--- src/rtl/muldiv_sched_if.sv ---
// Bus between the EX-stage mul/div scheduler and its pipeline, multiplier pair and divider.
interface muldiv_sched_if;
  logic        flushE;
  logic        flush_exceptionM;
  logic        stallM;
  logic        op_valid;
  logic [1:0]  op_code;
  logic [31:0] src_a;
  logic [31:0] src_b;
  logic [31:0] mult_a;
  logic [31:0] mult_b;
  logic        mult_ce_s;
  logic        mult_ce_u;
  logic        mult_sclr;
  logic [63:0] mult_p_s;
  logic [63:0] mult_p_u;
  logic [31:0] div_a;
  logic [31:0] div_b;
  logic        div_sign;
  logic        div_opn_valid;
  logic        div_abort;
  logic        div_res_valid;
  logic [63:0] div_result;
  logic        div_res_ready;
  logic        stallE;
  logic        res_valid;
  logic [63:0] result;

  // Pipeline plus the arithmetic units, i.e. everything around the scheduler.
  modport master (
    output flushE, flush_exceptionM, stallM, op_valid, op_code, src_a, src_b,
    output mult_p_s, mult_p_u, div_res_valid, div_result,
    input  mult_a, mult_b, mult_ce_s, mult_ce_u, mult_sclr,
    input  div_a, div_b, div_sign, div_opn_valid, div_abort, div_res_ready,
    input  stallE, res_valid, result
  );

  modport slave (
    input  flushE, flush_exceptionM, stallM, op_valid, op_code, src_a, src_b,
    input  mult_p_s, mult_p_u, div_res_valid, div_result,
    output mult_a, mult_b, mult_ce_s, mult_ce_u, mult_sclr,
    output div_a, div_b, div_sign, div_opn_valid, div_abort, div_res_ready,
    output stallE, res_valid, result
  );
endinterface

--- src/rtl/muldiv_sched.sv ---
// EX-stage multiply/divide scheduler: sequences the fixed-latency multipliers or the
// handshaked divider, stalls EX, and holds the {HI,LO} result until M accepts it.
module muldiv_sched #(
  parameter int unsigned MULT_LAT = 9
) (
  input logic           clk,
  input logic           rst,
  muldiv_sched_if.slave bus_io
);

  localparam int unsigned CntW = $clog2(MULT_LAT) + 1;

  typedef enum logic [1:0] {StIdle, StMul, StDiv, StDone} state_e;

  state_e          state_q;
  logic [CntW-1:0] cnt_q;
  logic [31:0]     a_q;
  logic [31:0]     b_q;
  logic            uns_q;
  logic [63:0]     result_q;

  logic flush;
  logic live;
  logic mul_last;

  assign flush    = bus_io.flushE | bus_io.flush_exceptionM;
  assign live     = ~rst & ~flush;
  assign mul_last = (cnt_q == CntW'(MULT_LAT - 1));

  always_ff @(posedge clk or posedge rst) begin
    if (rst) begin
      state_q  <= StIdle;
      cnt_q    <= '0;
      a_q      <= '0;
      b_q      <= '0;
      uns_q    <= 1'b0;
      result_q <= '0;
    end else if (flush) begin
      state_q <= StIdle;
    end else begin
      unique case (state_q)
        StIdle: begin
          if (bus_io.op_valid) begin
            a_q     <= bus_io.src_a;
            b_q     <= bus_io.src_b;
            uns_q   <= bus_io.op_code[0];
            cnt_q   <= '0;
            state_q <= bus_io.op_code[1] ? StDiv : StMul;
          end
        end
        StMul: begin
          if (mul_last) begin
            result_q <= uns_q ? bus_io.mult_p_u : bus_io.mult_p_s;
            state_q  <= StDone;
          end else begin
            cnt_q <= cnt_q + 1'b1;
          end
        end
        StDiv: begin
          if (bus_io.div_res_valid) begin
            result_q <= bus_io.div_result;
            state_q  <= StDone;
          end
        end
        StDone: begin
          if (!bus_io.stallM) state_q <= StIdle;
        end
        default: state_q <= StIdle;
      endcase
    end
  end

  assign bus_io.mult_a = a_q;
  assign bus_io.mult_b = b_q;
  assign bus_io.div_a  = a_q;
  assign bus_io.div_b  = b_q;
  assign bus_io.result = result_q;

  // A flush cycle kills every request/valid and clears the units; reset forces all to 0.
  always_comb begin
    bus_io.stallE        = ~rst & bus_io.op_valid & (state_q != StDone) &
                           ~bus_io.flush_exceptionM;
    bus_io.mult_sclr     = ~rst & flush;
    bus_io.div_abort     = ~rst & flush & (state_q == StDiv);
    bus_io.mult_ce_s     = live & (state_q == StMul) & ~uns_q;
    bus_io.mult_ce_u     = live & (state_q == StMul) & uns_q;
    bus_io.div_opn_valid = live & (state_q == StDiv);
    bus_io.div_sign      = live & (state_q == StDiv) & ~uns_q;
    bus_io.div_res_ready = live & (state_q == StDiv) & bus_io.div_res_valid;
    bus_io.res_valid     = live & (state_q == StDone);
  end

`ifndef SYNTHESIS
  op_valid_held_a: assert property (@(posedge clk) disable iff (rst)
    ((state_q == StMul || state_q == StDiv) && !flush) |-> bus_io.op_valid)
    else $error("op_valid dropped during a multi-cycle mul/div op");
`endif

endmodule

--- src/flat_wrapper.sv ---
// flat-port wrapper written by rule: the top's interface ports become plain ports
module muldiv_sched_flat 
#(
  parameter int unsigned MULT_LAT = 9
)
  (clk, rst, bus_io_flushE, bus_io_flush_exceptionM, bus_io_stallM, bus_io_op_valid, bus_io_op_code, bus_io_src_a, bus_io_src_b, bus_io_mult_p_s, bus_io_mult_p_u, bus_io_div_res_valid, bus_io_div_result, bus_io_mult_a, bus_io_mult_b, bus_io_mult_ce_s, bus_io_mult_ce_u, bus_io_mult_sclr, bus_io_div_a, bus_io_div_b, bus_io_div_sign, bus_io_div_opn_valid, bus_io_div_abort, bus_io_div_res_ready, bus_io_stallE, bus_io_res_valid, bus_io_result);
  muldiv_sched_if bus_io_i ();
  input logic clk;
  input logic rst;
  input wire logic [$bits(bus_io_i.flushE)-1:0] bus_io_flushE;
  input wire logic [$bits(bus_io_i.flush_exceptionM)-1:0] bus_io_flush_exceptionM;
  input wire logic [$bits(bus_io_i.stallM)-1:0] bus_io_stallM;
  input wire logic [$bits(bus_io_i.op_valid)-1:0] bus_io_op_valid;
  input wire logic [$bits(bus_io_i.op_code)-1:0] bus_io_op_code;
  input wire logic [$bits(bus_io_i.src_a)-1:0] bus_io_src_a;
  input wire logic [$bits(bus_io_i.src_b)-1:0] bus_io_src_b;
  input wire logic [$bits(bus_io_i.mult_p_s)-1:0] bus_io_mult_p_s;
  input wire logic [$bits(bus_io_i.mult_p_u)-1:0] bus_io_mult_p_u;
  input wire logic [$bits(bus_io_i.div_res_valid)-1:0] bus_io_div_res_valid;
  input wire logic [$bits(bus_io_i.div_result)-1:0] bus_io_div_result;
  output wire logic [$bits(bus_io_i.mult_a)-1:0] bus_io_mult_a;
  output wire logic [$bits(bus_io_i.mult_b)-1:0] bus_io_mult_b;
  output wire logic [$bits(bus_io_i.mult_ce_s)-1:0] bus_io_mult_ce_s;
  output wire logic [$bits(bus_io_i.mult_ce_u)-1:0] bus_io_mult_ce_u;
  output wire logic [$bits(bus_io_i.mult_sclr)-1:0] bus_io_mult_sclr;
  output wire logic [$bits(bus_io_i.div_a)-1:0] bus_io_div_a;
  output wire logic [$bits(bus_io_i.div_b)-1:0] bus_io_div_b;
  output wire logic [$bits(bus_io_i.div_sign)-1:0] bus_io_div_sign;
  output wire logic [$bits(bus_io_i.div_opn_valid)-1:0] bus_io_div_opn_valid;
  output wire logic [$bits(bus_io_i.div_abort)-1:0] bus_io_div_abort;
  output wire logic [$bits(bus_io_i.div_res_ready)-1:0] bus_io_div_res_ready;
  output wire logic [$bits(bus_io_i.stallE)-1:0] bus_io_stallE;
  output wire logic [$bits(bus_io_i.res_valid)-1:0] bus_io_res_valid;
  output wire logic [$bits(bus_io_i.result)-1:0] bus_io_result;
  assign bus_io_i.flushE = bus_io_flushE;
  assign bus_io_i.flush_exceptionM = bus_io_flush_exceptionM;
  assign bus_io_i.stallM = bus_io_stallM;
  assign bus_io_i.op_valid = bus_io_op_valid;
  assign bus_io_i.op_code = bus_io_op_code;
  assign bus_io_i.src_a = bus_io_src_a;
  assign bus_io_i.src_b = bus_io_src_b;
  assign bus_io_i.mult_p_s = bus_io_mult_p_s;
  assign bus_io_i.mult_p_u = bus_io_mult_p_u;
  assign bus_io_i.div_res_valid = bus_io_div_res_valid;
  assign bus_io_i.div_result = bus_io_div_result;
  assign bus_io_mult_a = bus_io_i.mult_a;
  assign bus_io_mult_b = bus_io_i.mult_b;
  assign bus_io_mult_ce_s = bus_io_i.mult_ce_s;
  assign bus_io_mult_ce_u = bus_io_i.mult_ce_u;
  assign bus_io_mult_sclr = bus_io_i.mult_sclr;
  assign bus_io_div_a = bus_io_i.div_a;
  assign bus_io_div_b = bus_io_i.div_b;
  assign bus_io_div_sign = bus_io_i.div_sign;
  assign bus_io_div_opn_valid = bus_io_i.div_opn_valid;
  assign bus_io_div_abort = bus_io_i.div_abort;
  assign bus_io_div_res_ready = bus_io_i.div_res_ready;
  assign bus_io_stallE = bus_io_i.stallE;
  assign bus_io_res_valid = bus_io_i.res_valid;
  assign bus_io_result = bus_io_i.result;
  muldiv_sched #(.MULT_LAT(MULT_LAT)) u_core (.clk(clk), .rst(rst), .bus_io(bus_io_i));
endmodule
--- config.mk ---
export PLATFORM = sky130hd
export DESIGN_NAME = muldiv_sched_flat
export DESIGN_NICKNAME = d
export VERILOG_FILES = /design/src/rtl/muldiv_sched_if.sv /design/src/rtl/muldiv_sched.sv /design/src/flat_wrapper.sv
export SDC_FILE = /design/constraint.sdc
export NUM_CORES = 1
export LEC_CHECK = 0
export BUFFER_PORTS_ARGS = -buffer_cell sky130_fd_sc_hd__buf_2
export CORE_MARGIN = 5
export CORE_UTILIZATION = 25
export CTS_CLUSTER_SIZE = 8
export DETAILED_ROUTE_END_ITERATION = 8
export GPL_TIMING_DRIVEN = 0
export HOLD_SLACK_MARGIN = 0.05
export MAX_ROUTING_LAYER = met4
export PLACE_DENSITY = 0.56
export SLEW_MARGIN = 20
export SYNTH_ARGS = -nofsm -noshare
export SYNTH_HDL_FRONTEND = slang
export SYNTH_SLANG_ARGS = --single-unit
--- constraint.sdc ---
create_clock -name clk -period 4.75 [get_ports clk]
set_input_delay 0.475 -clock clk [delete_from_list [all_inputs] [get_ports clk]]
set_output_delay 0.475 -clock clk [all_outputs]
set_load 0.01 [all_outputs]
-- Word level (Yosys, flattened, before mapping)
Index checks and enable logic that the tools add are counted.
- register bits after elaboration: 136
- bits of input ports: 265
- output and inout port bits: 201
- logic and storage cells: 59
- add/subtract/negate cells: 1
- eq/ne operators: 13
- mux-type cells: 14
- bitwise logic cells: 18
- reductions and logical operators: 7
- operators by type and width (kind ; number):
    64-bit 2-to-1 mux ; 3
    64-bit case mux with 2 select lines ; 1
    1-bit AND ; 13
    2-bit 2-to-1 mux ; 6
    4-bit AND reduction ; 3
    5-bit 2-to-1 mux ; 2
    5-bit case mux with 2 select lines ; 1
    3-bit by 2-bit != test with 1-bit output (second input constant) ; 3
    2-bit != test (second input constant) ; 4
    2-bit case mux with 4 select lines ; 1
    5-bit by 1-bit adder with 5-bit output (second input constant) ; 1
    5-bit by 4-bit == test with 1-bit output (second input constant) ; 1
    2-bit == test (second input constant) ; 2
    1-bit inverter ; 4
    2-bit nonzero test ; 2
    3-bit by 1-bit != test with 1-bit output (second input constant) ; 1
    3-bit AND reduction ; 1
    2-bit by 1-bit == test with 1-bit output (second input constant) ; 1
    2-bit logical NOT ; 1
    2-bit by 1-bit != test with 1-bit output (second input constant) ; 1
    1-bit OR ; 1

-- Longest topological paths before layout
- depth in word-level cells: 5
- depth in mapped cells: 8

-- Worst setup path before layout
OpenSTA, ideal clock, no wires.
- path kind: input port to output port
- start: in rst
- end: out bus_io_div_abort
- arrival: 3814 ps
- required time: 4275 ps
- path slack: 461 ps
- cell stages on the path: 2
- buffers on the path: 0
- cells stage by stage: inv_1 > and3_1
- cells in the longest elaborated chain, start to end: 3
- RTL lines (element ; RTL line ; source):
    from (decl) ; flat_wrapper.sv:9 ; input logic rst;
    1-bit inverter ; muldiv_sched.sv:84 ; bus_io.div_abort = ~rst & flush & (state_q == StDiv);
    1-bit AND (2 in a row) ; muldiv_sched.sv:84 ;
    to (decl) ; flat_wrapper.sv:30 ; output wire logic [$bits(bus_io_i.div_abort)-1:0] bus_io_div_abort;
Every way passes these cells.

-- Worst setup path after layout
- start: reg u_core.state_q[0]
- end: out bus_io_div_res_ready
- cells in the longest elaborated chain, start to end: 3
- RTL lines (element ; RTL line ; source):
    from (decl) ; muldiv_sched.sv:15 ; state_e state_q;
    from (signal assigned) ; muldiv_sched.sv:32 ; state_q <= StIdle;
    from (signal assigned) ; muldiv_sched.sv:39 ; state_q <= StIdle;
    from (signal assigned) ; muldiv_sched.sv:48 ; state_q <= bus_io.op_code[1] ? StDiv : StMul;
    2-bit == test ; muldiv_sched.sv:89 ; bus_io.div_res_ready = live & (state_q == StDiv) & bus_io.div_res_valid;
    1-bit AND (2 in a row) ; muldiv_sched.sv:89 ;
    to (decl) ; flat_wrapper.sv:31 ; output wire logic [$bits(bus_io_i.div_res_ready)-1:0] bus_io_div_res_ready;
Every way passes these cells.

==> out/results.tsv <==
stage	metric	value	unit
logic_synthesis	net count after synthesis	896	
floorplanning	IO Pins	466	
clocking	CTS Buf Count	17	
finish	fillers	2916	
hold_path	Worst Hold Class	in2async	
worst_setup_path	CP Data Arrival Time	3.03	ns
logic_synthesis	synthesized area	7218	um^2
logic_synthesis	syn avg cell area	11.55	um^2
grt	antenna violations before repair	1	
grt	largest net degree at the start of global routing	78	
place	dpl cell area	10060	um^2
clocking	Root Driver	clkbuf_16	
finish	Finished Cell Area	10690	um^2
timing	final hold violation count	0	
power	PD cells	479.4	nW/um^2
routing	DRC	0	
logic_synthesis	post-synthesis instance total	625	
place	Port-buffer cells	465	
worst_setup_path	CP delay by family, top	buffers and inverters	
grt	first-pass GRT wire length	41480	um
finish	share of post-route cells with drive strength above 1	62.42	%
floorplanning	Die ar.	32370	um^2
place	routability cong.	0.9606	
timing	max_slew headroom	40.28	%
clocking	hold buffers post-CTS	0	
timing	post-layout min period	3.508	ns
worst_setup_path	worst path required time	4.28	ns
routing	Avg WL per Cell	18.05	um
power	leak pwr	5.475	nW
clocking	worst-skew pair later-pin latency	0.43	ns
clocking	Post-CTS Setup Bufs	0	
finish	final design utilization	37.35	%
timing	RSZ-0062 raised after global routing	no	
logic_synthesis	library cells used by synthesis	33	
worst_setup_path	crit path capture type	primary output	
logic_synthesis	yosys warns	0	
routing	remaining antenna violation count	0	
timing	Worst Skew	0.02278	ns
power	maximum VDD drop	0.2183	mV
timing	worst-margin pin slew	0.8959	ns
timing	fin crit share	73.85	%
worst_setup_path	max incr delay on CP	0.71	ns
worst_setup_path	crit path max-delay cell type	clkbuf_1	
routing	Pre-Repair DR Iteration Count	4	
floorplanning	Starting Density	25.22	%
grt	GR Overflow Total	0	
floorplanning	die height	179.9	um
timing	Setup-failing EPs final	0	
finish	fin nets	1381	
finish	most frequent cells in the layout	buf_2 (477), dfrtp_1 (136), mux2_2 (118), nand2_1 (73), mux2i_1 (67)	
timing	Max Freq	0.2851	GHz
worst_setup_path	cells along the critical path	inv_1, ha_1, buf_2, clkbuf_1, clkbuf_1, and3_1, buf_2	
floorplanning	Die Width	179.9	um
clocking	post-CTS resize count	0	
logic_synthesis	FF+latch count, synth	136	
routing	Vias	6424	
clocking	TritonCTS Sinks	136	
worst_setup_path	critical-path maximum fanout	10	
routing	drt initial violations	144	
grt	Tot GR Track Use	16.76	%
place	dpl cells	1475	
flow_run	# Max-Cap Violations	0	
worst_setup_path	Bufs and invs on worst path	5	
floorplanning	core area	28630	um^2
clocking	H-tree depth	4	
timing	TNS Setup	0	ns
clocking	CTS tree	done	
grt	number of global-route vias before repair	7077	
timing	Final Max Slew Viols	0	
floorplanning	cell row count	62	
clocking	Worst-path clk slew	0.06	ns
logic_synthesis	post-synthesis sequential area ratio	47.15	%
finish	Area Growth Syn to Fin	48.12	%
worst_setup_path	Setup CP Type	reg2out	
routing	Total Wirelength	27220	um
routing	vias per cell	4.260	
run_status	status	finished, final reports clean	
clocking	Clock Path Buffers	2	
worst_setup_path	CP Launch Type	register	
place	Detailed Place HPWL	21720	um
finish	Post-Layout Cell Count	1508	
finish	most common cell after layout, fill and taps aside	buf_2	
==> cells in the mapped netlist <==
cell type | number | area share (%)
o211ai_1 | 1 | 0.10
o31a_1 | 2 | 0.24
o31ai_1 | 3 | 0.31
buf_6 | 6 | 0.94
nand2_1 | 73 | 3.8
nand4bb_4 | 1 | 0.38
a211oi_4 | 1 | 0.28
or2_1 | 1 | 0.087
nand3_1 | 3 | 0.21
a2111oi_1 | 1 | 0.14
and3_1 | 4 | 0.35
nor2b_1 | 3 | 0.26
nor3_1 | 1 | 0.069
a311o_1 | 2 | 0.28
a21o_1 | 1 | 0.10
o21ai_0 | 64 | 4.4
o221ai_1 | 3 | 0.36
nor2_1 | 4 | 0.21
mux2_1 | 11 | 1.7
mux2i_1 | 67 | 9.3
clkbuf_1 | 18 | 0.94
mux2_2 | 118 | 18
nor4_1 | 2 | 0.17
buf_2 | 12 | 0.83
nor4b_1 | 1 | 0.12
and2_1 | 3 | 0.26
nand3b_1 | 1 | 0.10
inv_1 | 5 | 0.26
ha_1 | 6 | 1.0
buf_1 | 3 | 0.16
nand2b_1 | 4 | 0.35
dfrtp_1 | 136 | 47
buf_4 | 64 | 6.7
==> worst paths after layout <==
check                                          from                        to  slack, ns  cells past startpoint
max in group asynchronous                       rst    u_core.bus_io.div_b[0]       3.89                      3
hold reg to reg            u_core.bus_io.result[43]  u_core.bus_io.result[43]       0.48                      1
setup reg to reg                  u_core.state_q[0]  u_core.bus_io.result[56]       1.69                      7
setup / recovery                  u_core.state_q[0]      bus_io_div_res_ready       1.24                      7
min in group clk                   bus_io_src_a[22]   u_core.bus_io.div_a[22]       0.28                      2
hold / removal                                  rst  u_core.bus_io.result[48]       0.12                      2
==> through the flow <==
step	hold slack (ns)	worst slack [ns]	power [mW]
final	0.1169	1.242	5.125
after global routing	0.1487	0.9965	5.452
after CTS	0.1208	1.074	5.230
after detailed placement	0.4694	1.543	3.765
after global placement	0.4637	-1.353	3.740
after floorplan	0.5288	0.4612	2.844
==> layout make-up <==
| class | count | area, um^2 | share of cell area [%] |
|---|---|---|---|
| Sequential cell | 136 | 3403 | 31.83 |
| Multi-Input combinational cell | 381 | 3109 | 29.08 |
| Timing Repair Buffer | 466 | 2355 | 22.02 |
| Buffer | 103 | 686.9 | 6.425 |
| Tap cell | 384 | 480.5 | 4.494 |
| Clock buffer | 18 | 439.2 | 4.108 |
| Clock inverter | 14 | 188.9 | 1.767 |
| Inverter | 5 | 26.28 | 0.2458 |
| Antenna cell | 1 | 2.502 | 0.02341 |
==> routing by layer <==
layer	track usage (%)	share of wire (%)	wire length, um	up-vias
li1	-	-	-	3096
met1	18.67	40	10980	3034
met2	30.42	52	14290	278
met3	4.123	5.9	1595	16
met4	3.657	1.3	350	0
met5	-	0	0	-
==> power by group <==
| group | leakage (nW) | switching [mW] | internal [mW] |
|---|---|---|---|
| sequential | 1.67 | 0.241 | 1.56 |
| clock | 0.302 | 0.561 | 0.856 |
| combinational | 3.50 | 0.920 | 0.988 |
| total | 5.47 | 1.72 | 3.40 |
==> cells by family after synthesis <==
kind of cell / after synthesis / share of synthesized area (%)
muxes: 196 / 29.42
DFF: 136 / 47.15
buffers and inverters: 108 / 9.776
and+or+nand+nor: 101 / 6.361
AOI/OAI and AO/OA: 78 / 6.258
adders and majority gates: 6 / 1.040
==> flip-flops by register name, indices dropped and copies added, names as in the netlist <==
signal and cells:
u_core.bus_io.result 64, u_core.bus_io.div_a 32, u_core.bus_io.div_b 32, u_core.cnt_q 5
u_core.state_q 2, u_core.uns_q 1
(Power assumes the default switching activity.)
